`config.mk`:
```
export PLATFORM = sky130hd
export DESIGN_NAME = layer_priority_mux_flat
export DESIGN_NICKNAME = d
export VERILOG_FILES = /design/src/rtl/layer_priority_mux_pkg.sv /design/src/rtl/layer_priority_mux_if.sv /design/src/rtl/layer_priority_mux_enc.sv /design/src/rtl/layer_priority_mux.sv /design/src/flat_wrapper.sv
export SDC_FILE = /design/constraint.sdc
export NUM_CORES = 1
export LEC_CHECK = 0
export CORE_MARGIN = 2
export CORE_UTILIZATION = 38
export DETAILED_ROUTE_END_ITERATION = 8
export GPL_TIMING_DRIVEN = 0
export HOLD_SLACK_MARGIN = 0.02
export PLACE_DENSITY = 0.82
export SLEW_MARGIN = 20
export SYNTH_ARGS = -nofsm -noshare
export SYNTH_HDL_FRONTEND = slang
export SYNTH_SLANG_ARGS = --single-unit
```
`constraint.sdc`:
```
create_clock -name clk -period 3.9 [get_ports clk]
set_input_delay 1.17 -clock clk [delete_from_list [all_inputs] [get_ports clk]]
set_output_delay 1.17 -clock clk [all_outputs]
set_load 0.005 [all_outputs]
```
`src/rtl/layer_priority_mux_pkg.sv`:
```
// Shared defaults, colour type and width helper for the layer priority mux.
package layer_mux_pkg;

  localparam int RGB_W_DEF = 8;
  localparam logic [RGB_W_DEF-1:0] TRANSP_RGB_DEF = 8'hFF;
  localparam int NUM_LAYERS_DEF = 14;
  localparam int BLINK_FRAMES_DEF = 16;

  typedef logic [RGB_W_DEF-1:0] rgb_t;

  // Index width that never collapses to zero bits for tiny counts.
  function automatic int idxWidth(input int n);
    return (n <= 2) ? 1 : $clog2(n);
  endfunction

endpackage

```
`src/rtl/layer_priority_mux_if.sv`:
```
// Pixel/layer bus between the object drawers and the layer priority mux.
interface layer_priority_mux_if
  import layer_mux_pkg::*;
#(
  parameter int NUM_LAYERS = NUM_LAYERS_DEF,
  parameter int RGB_W      = RGB_W_DEF
);

  localparam int IDX_W = idxWidth(NUM_LAYERS);

  logic                  pixValidIn;
  logic [NUM_LAYERS-1:0] drawReq;
  logic [RGB_W-1:0]      layerRGB [NUM_LAYERS];
  logic [RGB_W-1:0]      bgRGB;
  logic                  cfgWe;
  logic [NUM_LAYERS-1:0] cfgEnableMask;
  logic                  startOfFrame;
  logic [NUM_LAYERS-1:0] blinkMask;
  logic [RGB_W-1:0]      RGBOut;
  logic                  pixValidOut;
  logic                  hitValid;
  logic [IDX_W-1:0]      hitIndex;

  modport master (
    output pixValidIn, drawReq, layerRGB, bgRGB, cfgWe, cfgEnableMask,
           startOfFrame, blinkMask,
    input  RGBOut, pixValidOut, hitValid, hitIndex
  );

  modport slave (
    input  pixValidIn, drawReq, layerRGB, bgRGB, cfgWe, cfgEnableMask,
           startOfFrame, blinkMask,
    output RGBOut, pixValidOut, hitValid, hitIndex
  );

endinterface

```
`src/rtl/layer_priority_mux_enc.sv`:
```
// Combinational priority encoder: lowest set request index wins.
module layer_prio_enc
  import layer_mux_pkg::*;
#(
  parameter int N     = NUM_LAYERS_DEF,
  parameter int IDX_W = idxWidth(N)
) (
  input  logic [N-1:0]     req,
  output logic [IDX_W-1:0] idx,
  output logic             any
);

  // Scan from the top down so the lowest index overwrites last.
  always_comb begin
    idx = '0;
    any = 1'b0;
    for (int i = N - 1; i >= 0; i--) begin
      if (req[i]) begin
        idx = IDX_W'(i);
        any = 1'b1;
      end
    end
  end

endmodule

```
`src/rtl/layer_priority_mux.sv`:
```
// Two-stage N-layer priority mux with enable mask and colour key.
// Optional layer blinking is built when LAYER_BLINK_EN is defined.
module layer_priority_mux
  import layer_mux_pkg::*;
#(
  parameter int               NUM_LAYERS   = NUM_LAYERS_DEF,
  parameter int               RGB_W        = RGB_W_DEF,
  parameter logic [RGB_W-1:0] TRANSP_RGB   = RGB_W'(TRANSP_RGB_DEF),
  parameter int               BLINK_FRAMES = BLINK_FRAMES_DEF
) (
  input logic clk,
  input logic resetN,
  layer_priority_mux_if.slave bus
);

  localparam int IDX_W = idxWidth(NUM_LAYERS);

  logic [NUM_LAYERS-1:0] enMask;
  logic [NUM_LAYERS-1:0] blanked;
  logic [NUM_LAYERS-1:0] eligible;
  logic [IDX_W-1:0]      encIdx;
  logic                  encAny;

  logic                  s1Valid;
  logic                  s1Any;
  logic [IDX_W-1:0]      s1Idx;
  logic [RGB_W-1:0]      s1RGB;

  // New mask applies from the next sampled pixel onwards.
  always_ff @(posedge clk) begin
    if (!resetN) begin
      enMask <= '1;
    end else if (bus.cfgWe) begin
      enMask <= bus.cfgEnableMask;
    end
  end

`ifdef LAYER_BLINK_EN
  localparam int CNT_W = idxWidth(BLINK_FRAMES);

  logic [CNT_W-1:0] frameCnt;
  logic             phase;

  // Phase 0 shows blinking layers, phase 1 hides them.
  always_ff @(posedge clk) begin
    if (!resetN) begin
      frameCnt <= '0;
      phase    <= 1'b0;
    end else if (bus.startOfFrame) begin
      if (frameCnt == CNT_W'(BLINK_FRAMES - 1)) begin
        frameCnt <= '0;
        phase    <= ~phase;
      end else begin
        frameCnt <= frameCnt + 1'b1;
      end
    end
  end

  assign blanked = bus.blinkMask & {NUM_LAYERS{phase}};
`else
  logic unusedBlinkInputs;

  assign unusedBlinkInputs = ^{bus.blinkMask, bus.startOfFrame};
  assign blanked           = '0;
`endif

  always_comb begin
    eligible = '0;
    for (int i = 0; i < NUM_LAYERS; i++) begin
      eligible[i] = bus.drawReq[i] & enMask[i] & ~blanked[i]
                  & (bus.layerRGB[i] != TRANSP_RGB);
    end
  end

  layer_prio_enc #(
    .N     (NUM_LAYERS),
    .IDX_W (IDX_W)
  ) u_enc (
    .req (eligible),
    .idx (encIdx),
    .any (encAny)
  );

  // Stage 1 always captures; the background travels with its own pixel.
  always_ff @(posedge clk) begin
    if (!resetN) begin
      s1Valid <= 1'b0;
      s1Any   <= 1'b0;
      s1Idx   <= '0;
      s1RGB   <= '0;
    end else begin
      s1Valid <= bus.pixValidIn;
      s1Any   <= encAny;
      s1Idx   <= encIdx;
      s1RGB   <= encAny ? bus.layerRGB[encIdx] : bus.bgRGB;
    end
  end

  // Stage 2 only advances on valid pixels so outputs hold across gaps.
  always_ff @(posedge clk) begin
    if (!resetN) begin
      bus.RGBOut      <= '0;
      bus.pixValidOut <= 1'b0;
      bus.hitValid    <= 1'b0;
      bus.hitIndex    <= '0;
    end else begin
      bus.pixValidOut <= s1Valid;
      if (s1Valid) begin
        bus.RGBOut   <= s1RGB;
        bus.hitValid <= s1Any;
        bus.hitIndex <= s1Idx;
      end
    end
  end

endmodule

```
`src/flat_wrapper.sv`:
```
// flat-port wrapper written by rule: the top's interface ports become plain ports
module layer_priority_mux_flat import layer_mux_pkg::*;
#(
  parameter int               NUM_LAYERS   = NUM_LAYERS_DEF,
  parameter int               RGB_W        = RGB_W_DEF,
  parameter logic [RGB_W-1:0] TRANSP_RGB   = RGB_W'(TRANSP_RGB_DEF),
  parameter int               BLINK_FRAMES = BLINK_FRAMES_DEF
)
  (clk, resetN, bus_pixValidIn, bus_drawReq, bus_layerRGB, bus_bgRGB, bus_cfgWe, bus_cfgEnableMask, bus_startOfFrame, bus_blinkMask, bus_RGBOut, bus_pixValidOut, bus_hitValid, bus_hitIndex);
  layer_priority_mux_if #(.NUM_LAYERS(NUM_LAYERS), .RGB_W(RGB_W)) bus_i ();
  input logic clk;
  input logic resetN;
  input wire logic [$bits(bus_i.pixValidIn)-1:0] bus_pixValidIn;
  input wire logic [$bits(bus_i.drawReq)-1:0] bus_drawReq;
  input wire logic [$bits(bus_i.layerRGB)-1:0] bus_layerRGB;
  input wire logic [$bits(bus_i.bgRGB)-1:0] bus_bgRGB;
  input wire logic [$bits(bus_i.cfgWe)-1:0] bus_cfgWe;
  input wire logic [$bits(bus_i.cfgEnableMask)-1:0] bus_cfgEnableMask;
  input wire logic [$bits(bus_i.startOfFrame)-1:0] bus_startOfFrame;
  input wire logic [$bits(bus_i.blinkMask)-1:0] bus_blinkMask;
  output wire logic [$bits(bus_i.RGBOut)-1:0] bus_RGBOut;
  output wire logic [$bits(bus_i.pixValidOut)-1:0] bus_pixValidOut;
  output wire logic [$bits(bus_i.hitValid)-1:0] bus_hitValid;
  output wire logic [$bits(bus_i.hitIndex)-1:0] bus_hitIndex;
  assign bus_i.pixValidIn = bus_pixValidIn;
  assign bus_i.drawReq = bus_drawReq;
  assign bus_i.layerRGB = {>>{bus_layerRGB}};
  assign bus_i.bgRGB = bus_bgRGB;
  assign bus_i.cfgWe = bus_cfgWe;
  assign bus_i.cfgEnableMask = bus_cfgEnableMask;
  assign bus_i.startOfFrame = bus_startOfFrame;
  assign bus_i.blinkMask = bus_blinkMask;
  assign bus_RGBOut = bus_i.RGBOut;
  assign bus_pixValidOut = bus_i.pixValidOut;
  assign bus_hitValid = bus_i.hitValid;
  assign bus_hitIndex = bus_i.hitIndex;
  layer_priority_mux #(.NUM_LAYERS(NUM_LAYERS), .RGB_W(RGB_W), .TRANSP_RGB(TRANSP_RGB), .BLINK_FRAMES(BLINK_FRAMES)) u_core (.clk(clk), .resetN(resetN), .bus(bus_i));
endmodule
```
=== Yosys cells after proc, flatten, opt, wreduce, memory -nomap -nowiden ===
Index checks and enable logic that the tools add are counted.

* Add/subtract/negate cells: 0
* $mul: 0
* Divide/modulo/power cells: 0
* Order comparisons: 1
* Eq/ne operators: 14
* Shift operators: 0
* Muxes and demuxes: 32
* Bitwise logic cells: 29
* Reductions and logical operators: 0

{| class="wikitable"
|+ Operator list
! cell !! number
|-
| 8-bit inequality test, second input constant || 14
|-
| 4-bit 2-to-1 mux || 14
|-
| 8-bit binary-select mux with 4-bit select || 1
|-
| 1-bit bitwise AND || 28
|-
| 8-bit 2-to-1 mux || 3
|-
| 1-bit 2-to-1 mux || 14
|-
| 5-bit greater-or-equal comparator, second input constant || 1
|-
| 4-bit NOT with 5-bit output || 1
|}

* Flip-flop bits (word level): 42
* Latch bits: 0
* Bits in writable memories: 0
* Bits in read-only memories: 0
* Input bits: 167
* Memories: 0

=== Logic depth before layout (Yosys ltp) ===
* Depth after elaboration: 21
* Mapped depth: 11
* Mapped depth without buffers: 8

=== Hierarchy ===
Synthesis repeated with hierarchy kept, for this count alone.

* Cell total of the unflattened synthesis: 319
* Area, all modules: 2,952.8 um^2

{| class="wikitable"
|+ By module, submodules not included
! module !! instances !! cells an instance !! area an instance (um^2)
|-
| layer_priority_mux || 1 || 293 || 2,783.9
|-
| layer_prio_enc || 1 || 26 || 168.9
|}

=== Worst setup path after synthesis ===
No wires, ideal clock.

* Path type: input to register
* Start point: in bus_layerRGB[79]
* End point: reg u_core.s1RGB[5]
* Arrival time: 3.135 ns
* Required time: 3.766 ns
* Path slack: 0.631 ns
* Cell stages on the path: 10
* Buffers on the path: 2
* Cell sequence: nand4_1 -> o211ai_1 -> o21ai_1 -> o21a_1 -> nor3_4 -> buf_4 -> buf_2 -> mux2_2 -> o21ai_0 -> o211ai_1

* Word-level cells in the longest chain between the ends: 12
* Elaborated cells between the ends (all ways): 17
* Those cells by class: eq/ne (1); mux (14); bitwise (2)

{| class="wikitable"
|+ Ends and longest elaborated chain
! item !! RTL line !! source
|-
| start: declaration || flat_wrapper.sv:15 || <nowiki>input wire logic [$bits(bus_i.layerRGB)-1:0] bus_layerRGB;</nowiki>
|-
| 8-bit inequality test (*) || layer_priority_mux.sv:71 || <nowiki>& (bus.layerRGB[i] != TRANSP_RGB);</nowiki>
|-
| 1-bit bitwise AND (*) || layer_priority_mux.sv:71 ||
|-
| 4-bit 2-to-1 mux (5 in a row) || layer_priority_mux_enc.sv:18 || <nowiki>if (req[i]) begin</nowiki>
|-
| 4-bit NOT with 5-bit output (not written as such) || layer_priority_mux.sv:95 || <nowiki>s1RGB <= encAny ? bus.layerRGB[encIdx] : bus.bgRGB;</nowiki>
|-
| 8-bit binary-select mux with 4-bit select || layer_priority_mux.sv:95 ||
|-
| 8-bit 2-to-1 mux (not written as such) (2 in a row) || layer_priority_mux.sv:95 ||
|-
| 8-bit 2-to-1 mux (*) || layer_priority_mux.sv:95 ||
|-
| end signal: assignment || layer_priority_mux.sv:95 ||
|-
| end: declaration || layer_priority_mux.sv:27 || <nowiki>logic [RGB_W-1:0] s1RGB;</nowiki>
|}

Every way passes the cells marked *; elsewhere a longest branch is shown, timed or not. The select of a mux whose other input is x is not followed.
A chain may end at the register's enable or synchronous reset.

=== Final worst setup path ===
* Start point: in bus_layerRGB[94]
* End point: reg u_core.s1RGB[7]

* Word-level cells in the longest chain between the ends: 10
* Elaborated cells between the ends (all ways): 13
* Those cells by class: eq/ne (1); mux (10); bitwise (2)

{| class="wikitable"
|+ Ends and longest elaborated chain
! item !! RTL line
|-
| 8-bit inequality test (*) || layer_priority_mux.sv:71
|-
| 1-bit bitwise AND (*) || layer_priority_mux.sv:71
|-
| 4-bit 2-to-1 mux (3 in a row) || layer_priority_mux_enc.sv:18
|-
| 4-bit NOT with 5-bit output (not written as such) || layer_priority_mux.sv:95
|-
| 8-bit binary-select mux with 4-bit select || layer_priority_mux.sv:95
|-
| 8-bit 2-to-1 mux (not written as such) (2 in a row) || layer_priority_mux.sv:95
|-
| 8-bit 2-to-1 mux (*) || layer_priority_mux.sv:95
|}

Marked as above.

==> impl_metrics.yaml <==
grt:
  gr-usage-all-layers_pct: 28.53
  gr-usage-met2_pct: 49.40
  grt_antenna_before_repair: 0
  grtUsageMet3_pct: 4.963
  grt_pass1_wl_mm: 19.00
  first_global_vias: 3700
  met1_usage_pct: 36.30
  grt-busiest-layer: "met2"
  overflow: 0
  grt_max_degree: 14
synth:
  synthesis.area_um2: 3004
  synthArstFlopShare_pct: 0
  ys_seq_area_share_pct: 27.99
  synthCells: 342
  synth_top_family_by_area: "multiplexers"
  synth_adder_area_share_pct: 0
  synth_nets: 509
  muxShareOfSynthArea_pct: 25.11
  ys_types: 44
  synth_area_per_cell_um2: 8.784
  yosys.area_share.simple_pct: 18.87
  yosysWarningCount: 0
  synth-edff-count: 0
  synth-xor-area-share_pct: 0
  synth_ff_type: "dfxtp_1"
  synth_seq_cells: 42
  synth_compound_area_share_pct: 24.16
floorplan:
  die_h_um: 92.92
  core_region_area_um2: 7687
  io_pins: 181
  rows: 32
  die_x_um: 92.92
  die_area_um2: 8633
  start_util_pct: 39.08
clocking:
  cts_buffers: 5
  cts-htree-levels: 2
  holdBufCountCts: 0
  clock_path_buffers: 2
  clock_latency_ns: 0.30
  cts.sinks: 42
  clk_pin_slew_ns: 0.08
  clockRootBuffer: "clkbuf_8"
  cts_tree: "done"
timing:
  fin_crit_sh_pct: 100.0
  max_slew_margin_pct: 36.08
  setup_ws_ns: -0.001661
  finClkSkew_ns: 0.01313
  finalHoldViolCount: 0
  post-route-min-period_ns: 3.902
  setup_violations: 1
  max_freq_mhz: 256.3
  slew_violations: 0
  worst_slew_pin_slew_ns: 0.9587
  whs_ns: 0.4767
place:
  port-buffer-count: 164
  dp_hpwl_mm: 10.45
  dp_cells: 608
  routabilityCongestion: 0.9863
routing:
  routed_wl_mm: 12.64
  vias: 3738
  drtAntennaViolNets: 0
  drtIter0Drc: 427
  drt_pass1_iterations: 5
  drc: 0
  vias_per_cell: 6.019
  avgRoutedWirePerCell_um: 20.36
critical_path:
  critical_path_class: "in -> reg"
  cp_max_fo: 10
  cp_data_required_time_ns: 4.07
  endpoint_kind: "register"
  startpoint: "bus_layerRGB[94]"
  critPathLaunchType: "input port"
  cp_data_arrival_time_ns: 4.07
  r2r_start: "u_core.enMask[13]$_SDFFE_PN1P_"
power_and_ir_drop:
  ir_drop_mv: 0.1590
  power_mw: 1.333
  cellPowerDensity_nw_per_um2: 268.4
  p_leak_nw: 1.872
flow_run:
  cap_violations: 0
outcome:
  status: "complete, but fails checks"
  violations: "setup timing"
hold_path:
  hp-start: "u_core.s1Idx[3]$_SDFF_PN0_"
  hold_class: "reg -> reg"
final_layout:
  drive_gt1_share_pct: 8.285
  fin_nets: 685
  diodes: 0
  syn2layout_area_growth_pct: 65.39
  final_cells: 621
==> synth_stat cells (9+ instances only) <==
library cell,n,area (um2)
nand4_1,32,200.2
nor2_1,25,93.84
o211a_1,9,90.09
o211ai_1,16,120.1
nand2_1,31,116.4
mux2i_1,63,630.6
clkbuf_1,10,37.54
a211oi_1,10,75.07
dfxtp_1,42,840.8
==> cells by family after synthesis <==
kind of cell | Yosys count
flops | 42
simple gates | 111
buf+inv | 26
mux | 72
compound gates | 91
==> routing by layer <==
layer / part of all wire [%] / up-vias
li1: - / 1724
met1: 40 / 1735
met2: 48 / 242
met3: 9.4 / 37
met4: 2.2 / 0
met5: 0 / -
==> report_power, final <==
| group | internal [mW] | switching [mW] |
|---|---|---|
| clock network | 0.191 | 0.161 |
| logic | 0.275 | 0.236 |
| registers | 0.457 | 0.0129 |
| total | 0.924 | 0.410 |
==> final cells by class <==
cell class              count  area, um2
flip-flops and latches     42      840.8
repair buffers            169       1679
plain buffers              20      115.1
clock buffers               6      72.57
clock inverters             2      37.54
multi-input cells         274       2073
well taps                 102      127.6
inverters                   6      22.52
fillers                   679       2719
==> state kept, by name, summed over array words and instances (netlist names) <==
name,cells
u_core.enMask,14
u_core.bus.RGBOut,8
u_core.s1RGB,8
u_core.bus.hitIndex,4
u_core.s1Idx,4
u_core.bus.hitValid,1
u_core.bus.pixValidOut,1
u_core.s1Any,1
u_core.s1Valid,1
==> through the flow <==
| step | utilization [%] | setup slack, ns | area (um2) | TNS (ns) |
|---|---|---|---|---|
| final | 64.63 | -0.001661 | 4969 | -0.001661 |
| after global routing | 64.63 | -0.01594 | 4969 | -0.01802 |
| after CTS | 64.08 | 0.03974 | 4926 | 0 |
| after detailed placement | 62.09 | -0.5226 | 4773 | -3.930 |
| after global placement | 62.09 | -0.5392 | 4773 | -3.826 |
| after floorplan | - | 0.6310 | 3004 | 0 |
==> worst max-delay path, stage by stage <==
cell	delay (ns)
clkdlybuf4s50_1	0.51
nand4_1	0.16
o211ai_2	0.31
o21ai_1	0.15
o21a_1	0.27
nor3_4	0.26
buf_2	0.35
mux2i_1	0.34
o22ai_1	0.18
o41a_1	0.37
==> placed cells by master (no fill, tap or decap), drive strengths merged, types with 3 or more instances in the layout <==
| cell | Yosys | final |
|---|---|---|
| clkdlybuf4s50 | 0 | 164 |
| mux2i | 63 | 63 |
| dfxtp | 42 | 42 |
| nand4 | 32 | 32 |
| nand2 | 31 | 31 |
| nor2 | 25 | 25 |
| o211ai | 19 | 19 |
| clkbuf | 10 | 18 |
| buf | 10 | 13 |
| a211oi | 11 | 11 |
| o211a | 9 | 9 |
| o21ai | 9 | 9 |
| a21oi | 7 | 7 |
| mux2 | 7 | 7 |
| nor4 | 7 | 7 |
| inv | 6 | 6 |
| nor3b | 5 | 5 |
| o22ai | 5 | 5 |
| a31oi | 5 | 5 |
| and2 | 3 | 3 |
| a211o | 3 | 3 |
| a311o | 3 | 3 |
| o31ai | 3 | 3 |
| a221o | 3 | 3 |
| o41a | 3 | 3 |
| a2111oi | 3 | 3 |
| or2 | 3 | 3 |
==> path summary, 6_finish.rpt <==
kind,to,slack [ns],cells past startpoint
min reg2reg,u_core.bus.hitIndex[3]$_SDFFE_PN0P_,0.48,2
min,u_core.bus.hitIndex[3]$_SDFFE_PN0P_,0.48,2
max,u_core.s1RGB[7]$_SDFF_PN0_,-0.002,10
max reg2reg,u_core.s1RGB[7]$_SDFF_PN0_,1.30,8
==> timing repair <==
action | in CTS | in global routing
setup endpoints to repair | 8 | 6
buffers inserted | 2 | 3
gates resized for setup | 7 | 9
pin swaps | 2 | 3
Note: power is estimated with default switching activity, not from simulation.
